$ cat src/rtl/instr_fetch.sv
// instr_fetch: PC register, next-PC selection and instruction fetch sequencer.
// Issues one word request per instruction over a req/ready handshake, holds the
// fetched word for decode and then advances the PC to PC+4, a taken branch
// target or a JALR target. A redirect target that is not word aligned sends the
// PC to TRAP_PC and raises a single-cycle misalign_err.
module instr_fetch #(
    parameter logic [31:0] RESET_PC  = 32'h0000_0000,
    parameter logic [31:0] TRAP_PC   = 32'h0000_0100,
    parameter logic [31:0] NOP_INSTR = 32'h0000_0013
) (
    input  logic        clk,
    input  logic        rst_n,
    input  logic        stall,
    input  logic [1:0]  pc_src,
    input  logic        branch,
    input  logic        alu_zero,
    input  logic [31:0] imm,
    input  logic [31:0] alu_result,
    output logic        imem_req,
    output logic [31:0] imem_addr,
    input  logic        imem_ready,
    input  logic [31:0] imem_rdata,
    output logic [31:0] instr,
    output logic        instr_valid,
    output logic [31:0] pc,
    output logic [31:0] pc_plus4,
    output logic        misalign_err
);

    localparam logic [1:0] PC_SRC_BRANCH = 2'b01;
    localparam logic [1:0] PC_SRC_JALR   = 2'b10;

    typedef enum logic [1:0] {
        ST_RST   = 2'b00,
        ST_FETCH = 2'b01,
        ST_ISSUE = 2'b10
    } state_t;

    state_t      state;
    state_t      state_nxt;
    logic [31:0] pc_q;
    logic [31:0] instr_q;

    logic        fetch_done;
    logic        issue_done;

    logic [31:0] seq_pc;
    logic [31:0] branch_tgt;
    logic [31:0] jalr_tgt;
    logic        redirect;
    logic [31:0] sel_tgt;
    logic        tgt_misaligned;
    logic [31:0] next_pc;

    // Only redirected targets can be misaligned; PC+4 from an aligned PC never is.
    function automatic logic is_misaligned(input logic redir, input logic [31:0] tgt);
        return redir && (tgt[1:0] != 2'b00);
    endfunction

    // Next-PC candidates and selection, all modulo 2^32.
    always_comb begin
        seq_pc     = pc_q + 32'd4;
        branch_tgt = pc_q + imm;
        jalr_tgt   = alu_result & 32'hFFFF_FFFE;
        redirect   = 1'b0;
        sel_tgt    = seq_pc;
        case (pc_src)
            PC_SRC_BRANCH: begin
                if (branch && alu_zero) begin
                    redirect = 1'b1;
                    sel_tgt  = branch_tgt;
                end
            end
            PC_SRC_JALR: begin
                redirect = 1'b1;
                sel_tgt  = jalr_tgt;
            end
            default: begin
                redirect = 1'b0;
                sel_tgt  = seq_pc;
            end
        endcase
        tgt_misaligned = is_misaligned(redirect, sel_tgt);
        next_pc        = tgt_misaligned ? TRAP_PC : sel_tgt;
    end

    // Sequencer state register; reset parks in RST for one cycle after release.
    always_ff @(posedge clk or negedge rst_n) begin
        if (!rst_n) begin
            state <= ST_RST;
        end else begin
            state <= state_nxt;
        end
    end

    // Next-state logic and handshake strobes; stall only matters in ISSUE.
    always_comb begin
        state_nxt  = state;
        fetch_done = 1'b0;
        issue_done = 1'b0;
        case (state)
            ST_RST: begin
                state_nxt = ST_FETCH;
            end
            ST_FETCH: begin
                if (imem_ready) begin
                    fetch_done = 1'b1;
                    state_nxt  = ST_ISSUE;
                end
            end
            ST_ISSUE: begin
                if (!stall) begin
                    issue_done = 1'b1;
                    state_nxt  = ST_FETCH;
                end
            end
            default: begin
                state_nxt = ST_RST;
            end
        endcase
    end

    // PC advances only when an issued instruction leaves ISSUE.
    always_ff @(posedge clk or negedge rst_n) begin
        if (!rst_n) begin
            pc_q <= RESET_PC;
        end else if (issue_done) begin
            pc_q <= next_pc;
        end
    end

    // Instruction word is captured on handshake and held until the next capture.
    always_ff @(posedge clk or negedge rst_n) begin
        if (!rst_n) begin
            instr_q <= NOP_INSTR;
        end else if (fetch_done) begin
            instr_q <= imem_rdata;
        end
    end

    // Outputs: request and valid decode straight from state; error pulse is combinational.
    always_comb begin
        imem_req     = (state == ST_FETCH);
        imem_addr    = pc_q;
        instr_valid  = (state == ST_ISSUE);
        instr        = instr_q;
        pc           = pc_q;
        pc_plus4     = seq_pc;
        misalign_err = issue_done && tgt_misaligned;
    end

endmodule

$ cat config.mk
export PLATFORM = sky130hd
export DESIGN_NAME = instr_fetch
export DESIGN_NICKNAME = d
export VERILOG_FILES = /design/src/rtl/instr_fetch.sv
export SDC_FILE = /design/constraint.sdc
export NUM_CORES = 1
export LEC_CHECK = 0
export ABC_AREA = 1
export CAP_MARGIN = 20
export CELL_PAD_IN_SITES_DETAIL_PLACEMENT = 0
export CELL_PAD_IN_SITES_GLOBAL_PLACEMENT = 2
export CORE_AREA = 5 5 172 174
export DETAILED_ROUTE_END_ITERATION = 10
export DIE_AREA = 0 0 177 179
export GPL_TIMING_DRIVEN = 1
export MAX_ROUTING_LAYER = met4
export PLACE_DENSITY_LB_ADDON = 0.1
export RECOVER_POWER = 50
export SLEW_MARGIN = 10
export SYNTH_ARGS = -nofsm -noshare
export SYNTH_HDL_FRONTEND = slang
export SYNTH_SLANG_ARGS = --single-unit
$ cat constraint.sdc
create_clock -name clk -period 2.6 [get_ports clk]
set_clock_uncertainty 0.1 [all_clocks]
set_input_delay 0.39 -clock clk [delete_from_list [all_inputs] [get_ports clk]]
set_output_delay 0.39 -clock clk [all_outputs]
set_load 0.1 [all_outputs]
After elaboration in Yosys (flattened, before gate mapping):

Cells that the tools add are included.

* register bits: 66
* bits in latches: 0
* memory bits (writable): 0
* ROM bits: 0
* input port bits: 104
* output and inout port bits: 131
* word-level logic and storage cells: 29
* memories: 0

* $add $sub $neg: 2
* multiply operators: 0
* divide/modulo/power cells: 0
* magnitude comparators: 0
* equal/unequal tests: 6
* shift-type cells: 0
* muxes and demuxes: 12
* bitwise gates (word level): 0
* reductions and logical operators: 6

Operators with widths (count)
* $mux W32: 2
* $pmux W32 S2: 1
* $add A32 B3 Y32 const B: 1
* $add A32 B32 Y32: 1
* $pmux W2 S3: 1
* $mux W1: 5
* $eq A2 B1 Y1 const B: 2
* $eq A2 B2 Y1 const B: 2
* $mux W2: 2
* $logic_and A1 B1 Y1: 3
* $logic_not A2 Y1: 1
* $ne A2 B1 Y1 const B: 1
* $ne A2 B2 Y1 const B: 1
* $pmux W1 S2: 1
* $reduce_and A2 Y1: 1
* $reduce_bool A2 Y1: 1

Logic depth before layout (Yosys ltp):

* word-level depth: 6
* gate-level depth with buffers: 16
* depth with buffers taken out: 16

Worst setup path before layout:

No wires, ideal clock.

* kind: flip-flop to output port
* from: reg state[1]
* to: out misalign_err
* arrival time: 3721 ps
* data required time: 2110 ps
* path slack: -1611 ps
* stages on the path, launching flop included: 6
* buffers on the path: 1
* cell sequence: dfrtp_1 inv_1 nor2_1 nand2_1 dlymetal6s2s_1 nor2_1

* longest elaborated chain between the ends: 3

RTL lines
* start: declaration: RTL line 39 `state_t state;`
* start signal: assignment: RTL line 92 `state <= state_nxt;`
* $eq A2 B2 Y1
* via instr_valid: RTL line 24 `output logic instr_valid,`
* $mux W1: RTL line 101 `case (state)`
* $logic_and A1 B1 Y1: RTL line 149 `misalign_err = issue_done && tgt_misaligned;`
* end: declaration: RTL line 27 `output logic misalign_err`

The timed path passes the listed nets, and every way through them passes these cells.

Worst setup path after layout:

* from: reg pc_q[0] (netlist: imem_addr[0])
* to: out misalign_err

* longest elaborated chain between the ends: 6
* elaborated cells on any way between the ends: 7
* classes of those cells: 2 x add/sub; 2 x mux; 3 x reduce/logical

RTL lines
* start: declaration: RTL line 41 `logic [31:0] pc_q;`
* start signal: assignment: RTL line 128 `pc_q <= next_pc;`
* $add A32 B3 Y32 or $add A32 B32 Y32 (tied branches): RTL line 62, 63
* $mux W32: RTL line 69 `if (branch && alu_zero) begin`
* $pmux W32 S2 (*): RTL line 67 `case (pc_src)`
* $reduce_bool A2 Y1 (*): RTL line 57 `return redir && (tgt[1:0] != 2'b00);`
* $logic_and A1 B1 Y1 (*): RTL line 57
* $logic_and A1 B1 Y1 (*): RTL line 149

Every way passes the cells marked *; elsewhere a longest branch is shown, timed or not.

==> results_dict.tcl <==
set metrics [dict create \
    die_h_um 179 \
    place_inst 1730 \
    yosysTopAreaCell "dfrtp_1" \
    worst_hold_path_type "flip-flop to flip-flop" \
    worst_setup_path_start_kind "flip-flop" \
    route.detailed.drc 0 \
    gr-total-overflow 0 \
    clockRootBuffer "clkbuf_16" \
    finalMaxSlewViolations 0 \
    end_kind "primary output" \
    critPathSlowestCell "fa_1" \
    grt_pass1_wl_um 46500 \
    path_clk_slew_ns 0.06 \
    slowest_delay_ns 0.50 \
    ys_top_cells_by_area "dfrtp_1 (24%), nand2_1 (21%), inv_1 (7.3%), ha_1 (6.4%), mux2_2 (5.5%)" \
    min_to "state[0]" \
    status "completed" \
    wirelength_um 31200 \
    ant_nets 0 \
    vias 7782 \
    path_cells "ha_4 > fa_1 > nand2_1 > nand2_2 > a22oi_2 > nand2_1 > nand3_2 > nor2_4 > buf_12" \
    seq_area_frac_synth_pct 25.1 \
    rsz0062_at_grt "true" \
    routed_via_density 4.31 \
    nFillCells 3007 \
    drt-initial-drc-count 329 \
    r2r_cells 14 \
    r2r_slack_ns 0.15 \
    coreArea_mm2 0.0276 \
    wl_per_cell_um 17.3 \
    maxCapViolations 0 \
    cts_tree "yes" \
    synth_warnings 0 \
    drt_pass1_iterations 5 \
    path_class "flip-flop to primary output" \
    slew_headroom_pct 15.9 \
    gp_congestion 0.865 \
    max_slew.worst_pin.slew_ns 1.26 \
    ys_ff_latch 66 \
    ios 235 \
    cp_common_cell "nand2_1" \
    stdcell_area_mm2 0.0115 \
    clk_path_buf_depth 2 \
    utilization_pct 41.7 \
    htree_levels 3 \
    syn2layout_area_growth_pct 74.6 \
    syn_area_mm2 0.00661 \
    placed_area_mm2 0.0104 \
    finalNonFillerCells 1805 \
    dp_hpwl_um 26200 \
    finalSetupTns_ns 0 \
    synth.distinct_cells 44 \
    place.port_buffers 233 \
    antenna_found_initial 0 \
    grt_pass1_vias 8014 \
    synth_top_area_share_pct 23.9 \
    crit_required_ns 2.11 \
    cts_sinks 66 \
    clk_latency_ns 0.34 \
    dieArea_mm2 0.0317 \
    min_period_over_period_pct 99.6 \
    path_max_fanout 2 \
    row_count 61 \
    r2r-end "imem_addr[19]" \
    timing.final.crit_period_ns 2.59 \
    grt_util_all_layers_pct 20.0 \
    die_x_um 177 \
    setup_viol 0 \
    synth_cells 1034 \
    drive_above_1_share_pct 35.5 \
    layout.nets 1561 \
    postSynthNetCount 1173 \
    hold_viol_final 0 \
    cts_made_buffers 9 \
    fmax_mhz 386 \
    grt_max_degree 34 \
    initial_core_util_pct 23.9 \
    hp-start "state[1]" \
    postSynthAreaPerCell_um2 6.39 \
    antennaDiodeCount 0 \
    cp.arrival_ns 2.10 \
    min_delay_path_depth 1 \
    timing.rr.start "imem_addr[0]" \
]
area by class of cell:
type                    instances  area (µm²)  area share [%]
repair buffers                431        3770            32.7
well taps                     378         473            4.10
multi-input cells             781        4730            41.0
clock inverters                 7        77.6           0.673
inverters                     133         531            4.60
flip-flops and latches         66        1730            15.0
clock buffers                   9         225            1.95
sequential cells by signal, indices dropped and copies added (netlist names):
register / count
instr: 32
state: 2
imem_addr: 32
metal layers:
layer	track usage, %	wire length [µm]
met1	26.1	14500
met2	33.4	15200
met3	2.93	1320
met4	3.58	291
met5	-	0
through the flow:
step	setup slack, ns	hold slack, ns
after floorplan	-0.257	-0.00559
after global placement	-0.332	0.299
after detailed placement	-0.354	0.302
after CTS	-0.0694	0.409
after global routing	-0.0890	0.412
final	0.0107	0.389
layout by cell type, fill, tap and decap left out, drive strengths merged, types with 5 or more instances in the layout:
master and n:
a21oi 67, a22oi 7, buf 288, clkbuf 50
clkdlybuf4s50 98, clkinv 5, clkinvlp 9, dfrtp 63
ha 34, inv 125, mux2 32, nand2 380
nand3 47, nand4 5, nor2 99, nor3 15
o21ai 38, o21bai 6, o22ai 6, xnor2 7
xor2 26
critical path: cells and delay by family (launching register included):
kind,cells,cell delay [ns]
simple gates,5,0.43
fa+ha+maj,2,0.67
compound gates,1,0.05
buf+inv,1,0.18
flops,1,0.42
cells in the mapped netlist:
master / n
dfrtp_1: 63
buf_4: 37
nand4_1: 5
nor2_2: 3
nor2_4: 2
nand3b_1: 2
or2_2: 3
a22oi_1: 7
nor3_1: 11
xor2_1: 26
inv_2: 2
a21o_1: 1
a21boi_0: 2
xnor2_1: 6
o21ai_1: 3
clkinv_1: 1
fa_1: 1
o31ai_1: 2
o21a_1: 1
clkinv_2: 1
o21bai_1: 6
xnor2_2: 1
ha_1: 34
o21ai_0: 35
buf_6: 1
nor3_2: 4
buf_1: 3
inv_1: 129
clkbuf_1: 6
dfstp_2: 3
nand2_1: 373
mux2_2: 32
nand3_1: 46
o22ai_1: 6
a21oi_1: 66
nand2_4: 1
nand3_2: 1
buf_2: 2
nor2_1: 94
nand2_2: 6
dlygate4sd1_1: 1
clkbuf_8: 3
dlymetal6s2s_1: 1
a21oi_2: 1
timing repair:
action                                  CTS  global route
endpoints found under the hold margin    19             0
pin swaps                                17            22
resized for setup                        33            73
hold buffers                              1             0
buffers inserted                         36            23
endpoints found under the setup margin   24            40
cloned                                    0             0
worst max-delay path by stage:
stage	end	start	slack, ns
global placement	imem_addr[6]	imm[0]	-0.33
floorplan	misalign_err	state[1]	-0.26
finish	misalign_err	imem_addr[0]	0.01
global route	pc_plus4[25]	imem_addr[12]	-0.09
detailed placement	imem_addr[6]	imm[0]	-0.35
CTS	pc_plus4[18]	imem_addr[3]	-0.07
kinds of logic after synthesis:
family | share of synthesized area [%]
adders and majority gates | 6.74
buffers and inverters | 13.6
and+or+nand+nor | 34.0
AOI/OAI and AO/OA | 10.7
DFF | 25.1
xor gates and xnor gates | 4.49
muxes | 5.45
Power is left out: the tool's default activity adds up to more than one toggle a clock period on the data nets, which glitch-free logic cannot reach.
==> RTL change 1 (same settings) <==
Make the reset (`rst_n`) synchronous in 3 clocked blocks.
--- a/src/rtl/instr_fetch.sv
+++ b/src/rtl/instr_fetch.sv
@@ -85,7 +85,7 @@
     end
 
     // Sequencer state register; reset parks in RST for one cycle after release.
-    always_ff @(posedge clk or negedge rst_n) begin
+    always_ff @(posedge clk) begin
         if (!rst_n) begin
             state <= ST_RST;
         end else begin
@@ -121,7 +121,7 @@
     end
 
     // PC advances only when an issued instruction leaves ISSUE.
-    always_ff @(posedge clk or negedge rst_n) begin
+    always_ff @(posedge clk) begin
         if (!rst_n) begin
             pc_q <= RESET_PC;
         end else if (issue_done) begin
@@ -130,7 +130,7 @@
     end
 
     // Instruction word is captured on handshake and held until the next capture.
-    always_ff @(posedge clk or negedge rst_n) begin
+    always_ff @(posedge clk) begin
         if (!rst_n) begin
             instr_q <= NOP_INSTR;
         end else if (fetch_done) begin
Check against the original RTL: differs if rst_n is asserted again (counterexample within 4 cycles, from zero or initial values and one cycle with rst_n low); with rst_n held inactive, the same outputs for 4 cycles.
==> RTL change 1 against the unedited design <==
Maximum frequency hardly changed; count of clock-buffer cells in the layout stayed put; area after synthesis is 1.8% lower; design area is 7.7% lower; largest cell class unchanged; setup slack better by 0.0020 ns; wire length is 1.9% higher; sequential cell count stayed put; critical endpoint unchanged.
Power is left out: it rests on default switching activity, and per cell area and clock period it moved more than threefold.
==> RTL change 1: results (changes against the unedited design) <==
initial antenna violation count - 1 (+1)
ys flop type - dfxtp_1
via/cell ratio - 4.371 (+1.4%)
Total Nets Final - 1578 (+1.1%)
Async S/R FF share, synth - 0% (-100 points)
Cells after DPL - 1784 (+3.1%)
P&R area growth vs syn - 64.13%
Synth top cells by count - nand2_1 (409), a21oi_1 (140), inv_1 (124), nor2_1 (83), dfxtp_1 (66)
outcome - complete, no violations
Placer Congestion - 0.8426 (-2.6%)
Iter 0 DRT Violations - 374 (+14%)
sequential area share after synthesis - 20.37% (-4.7 points)
Net Count, Synth - 1257 (+7.2%)
fillers - 3137 (+4.3%)
R2R Path End - imem_addr[28]
PostCTS Resize Cnt - 15 (-55%)
global-route usage over all layers - 20.13% (+0.16 points)
Synth cell types - 50 (+14%)
worst setup path startpoint - imem_addr[0]
share of cells above drive strength 1 - 25.55% (-9.9 points)
post-synthesis cell count - 1118 (+8.1%)
Post-CTS Setup Bufs - 6 (-83%)
crit-path max FO - 6 (+4)
Setup WS pre-CTS - -0.4226 ns (-0.06829 ns)
drt wl/cell - 17.45 um (+0.84%)
DP HPWL - 26.20 mm (about the same)
Cell Area, Placed - 10080 um^2 (-3.5%)
hold_ws - 0.3644 ns (-0.02457 ns)
Hold Crit Depth - 2 (+1)
Hold Path Sink - instr[2]
headroom to the max-slew limit - 18.05% (+2.1 points)
first-pass GRT wire length - 47.05 mm (+1.3%)
routed wire length - 31.81 mm (+1.9%)
hold_buf cts - 0 (-1)
## RTL change 1: kinds of logic after synthesis
kind of cell | Yosys count | synth area share, %
DFF | 66 | 20.37
xor gates and xnor gates | 28 | 4.012
AOI/OAI and AO/OA | 200 | 16.26
and+or+nand+nor | 591 | 38.13
adders and majority gates | 35 | 6.866
buffers and inverters | 198 | 14.37
## RTL change 1: area by class of cell
cell class	instances	area share [%]
Multi-Input combinational cell	854	44.37
Clock buffer	9	2.115
Antenna cell	1	0.02350
Sequential cell	66	13.35
Tap cell	378	4.442
Inverter	136	5.100
Clock inverter	7	0.7756
Timing Repair Buffer	372	29.82
## RTL change 1: routing by layer
layer	share of wire, %	GRT usage (%)
met1	45	25.85
met4	1.0	2.934
met3	5.0	3.332
met2	49	34.24
met5	0	-
## RTL change 1: worst min-delay path, cell delays in order (launching register included)
cell     delay, ns
dfxtp_1       0.31
nand2_1       0.06
a21oi_1       0.05
==> RTL change 2 (config.mk and constraints unchanged) <==
Made on the original files. The parameter `TRAP_PC` goes from 32'h0000_0100 to 32'h00000080.
--- a/src/rtl/instr_fetch.sv
+++ b/src/rtl/instr_fetch.sv
@@ -5,7 +5,7 @@
 // PC to TRAP_PC and raises a single-cycle misalign_err.
 module instr_fetch #(
     parameter logic [31:0] RESET_PC  = 32'h0000_0000,
-    parameter logic [31:0] TRAP_PC   = 32'h0000_0100,
+    parameter logic [31:0] TRAP_PC   = 32'h00000080,
     parameter logic [31:0] NOP_INSTR = 32'h0000_0013
 ) (
     input  logic        clk,
Behaviour: not the same (a bounded check fails within 4 cycles, from zero or initial values and one cycle with rst_n low).
==> RTL change 2 against the unedited design <==
The flow now finishes with violations (negative setup slack); core utilization decreased by 0.077 points; sequential cell count unchanged; count of clock-buffer cells in the layout rose by 2; setup slack worse by 0.16 ns; design area decreased by 0.18%; non-clock buffer count fell by 10; area after synthesis shrank 1.0%; wire length is 0.97% lower; sequential share of layout area about the same; critical path type unchanged; highest routed layer unchanged.
Power is left out: the tool's default activity adds up to more than one toggle a clock period on the data nets, which glitch-free logic cannot reach.
==> RTL change 2: results (changes against the unedited design) <==
share of cells above drive strength 1 - 35.74% (+0.28 points)
final worst-path setup slack - -0.1469 ns (-0.1576 ns)
failing checks - negative setup slack
outcome - finished with violations
Net Count, Synth - 1169 (-0.34%)
post-synthesis cell count - 1030 (-0.39%)
largest net degree at the start of global routing - 40 (+18%)
Synth Area in Compound Gates - 10.72% (-0.023 points)
PostCTS Resize Cnt - 37 (+12%)
Cells after DPL - 1717 (-0.75%)
Post-Synth Adder-Cell Area - 6.812% (+0.070 points)
sequential area share after synthesis - 25.32% (+0.26 points)
Final setup viols - 2 (+2)
Synth cell types - 43 (-2.3%)
Async S/R FF share, synth - 100.0% (unchanged)
Synth Area in XOR/XNOR - 4.669% (+0.18 points)
GRT met2 Usage - 31.99% (-1.4 points)
Setup TNS - -0.1531 ns (-0.1531 ns)
Placer Congestion - 0.8414 (-2.8%)
Metal-1 WL - 14.51 mm (+0.27%)
fillers - 3012 (+0.17%)
Synth top cells by count - nand2_1 (370), inv_1 (123), nor2_1 (94), a21oi_1 (68), dfrtp_1 (63)
Worst R2R Path Depth - 15 (+1)
post-synthesis mux area share - 5.511% (+0.056 points)
global-route usage over all layers - 19.89% (-0.081 points)
RR Startpoint - imem_addr[2]
Hold Startpoint - instr[31]
routed wire length - 30.93 mm (-0.97%)
Hold Path Sink - instr[31]
met1 Use GR - 26.09% (-0.040 points)
Post-CTS Setup Bufs - 37 (+2.8%)
Iter 0 DRT Violations - 336 (+2.1%)
Total Nets Final - 1547 (-0.90%)
DP HPWL - 25.90 mm (-1.1%)
Layout Cells excl Fill - 1791 (-0.78%)
RTL change 2: stage by stage:
stage / worst slack (ns) / hold slack [ns] / utilization [%] / cell area, um^2
after CTS: -0.1672 / 0.4090 / 40.35 / 11150
after global placement: -0.2217 / 0.2641 / 37.63 / 10400
after detailed placement: -0.2491 / 0.2647 / 37.63 / 10400
after global routing: -0.2395 / 0.4258 / 41.67 / 11510
final: -0.1469 / 0.3994 / 41.67 / 11510
after floorplan: -0.2528 / -0.005591 / - / 6902
RTL change 2: critical path, stage by stage (launching register included):
cell and delay [ns]:
dfrtp_2 0.42, ha_4 0.17, fa_1 0.52, nand2_1 0.08, a21oi_2 0.16, a21oi_2 0.06, nand2_1 0.08, nand3_2 0.09
nor2_4 0.14, buf_12 0.18
RTL change 2: layout make-up:
type                    instances  area share, %
clock buffers                  11          2.195
clock inverters                 5         0.4565
inverters                     132          4.619
multi-input cells             778          41.52
flip-flops and latches         66          15.00
well taps                     378          4.108
repair buffers                421          32.11
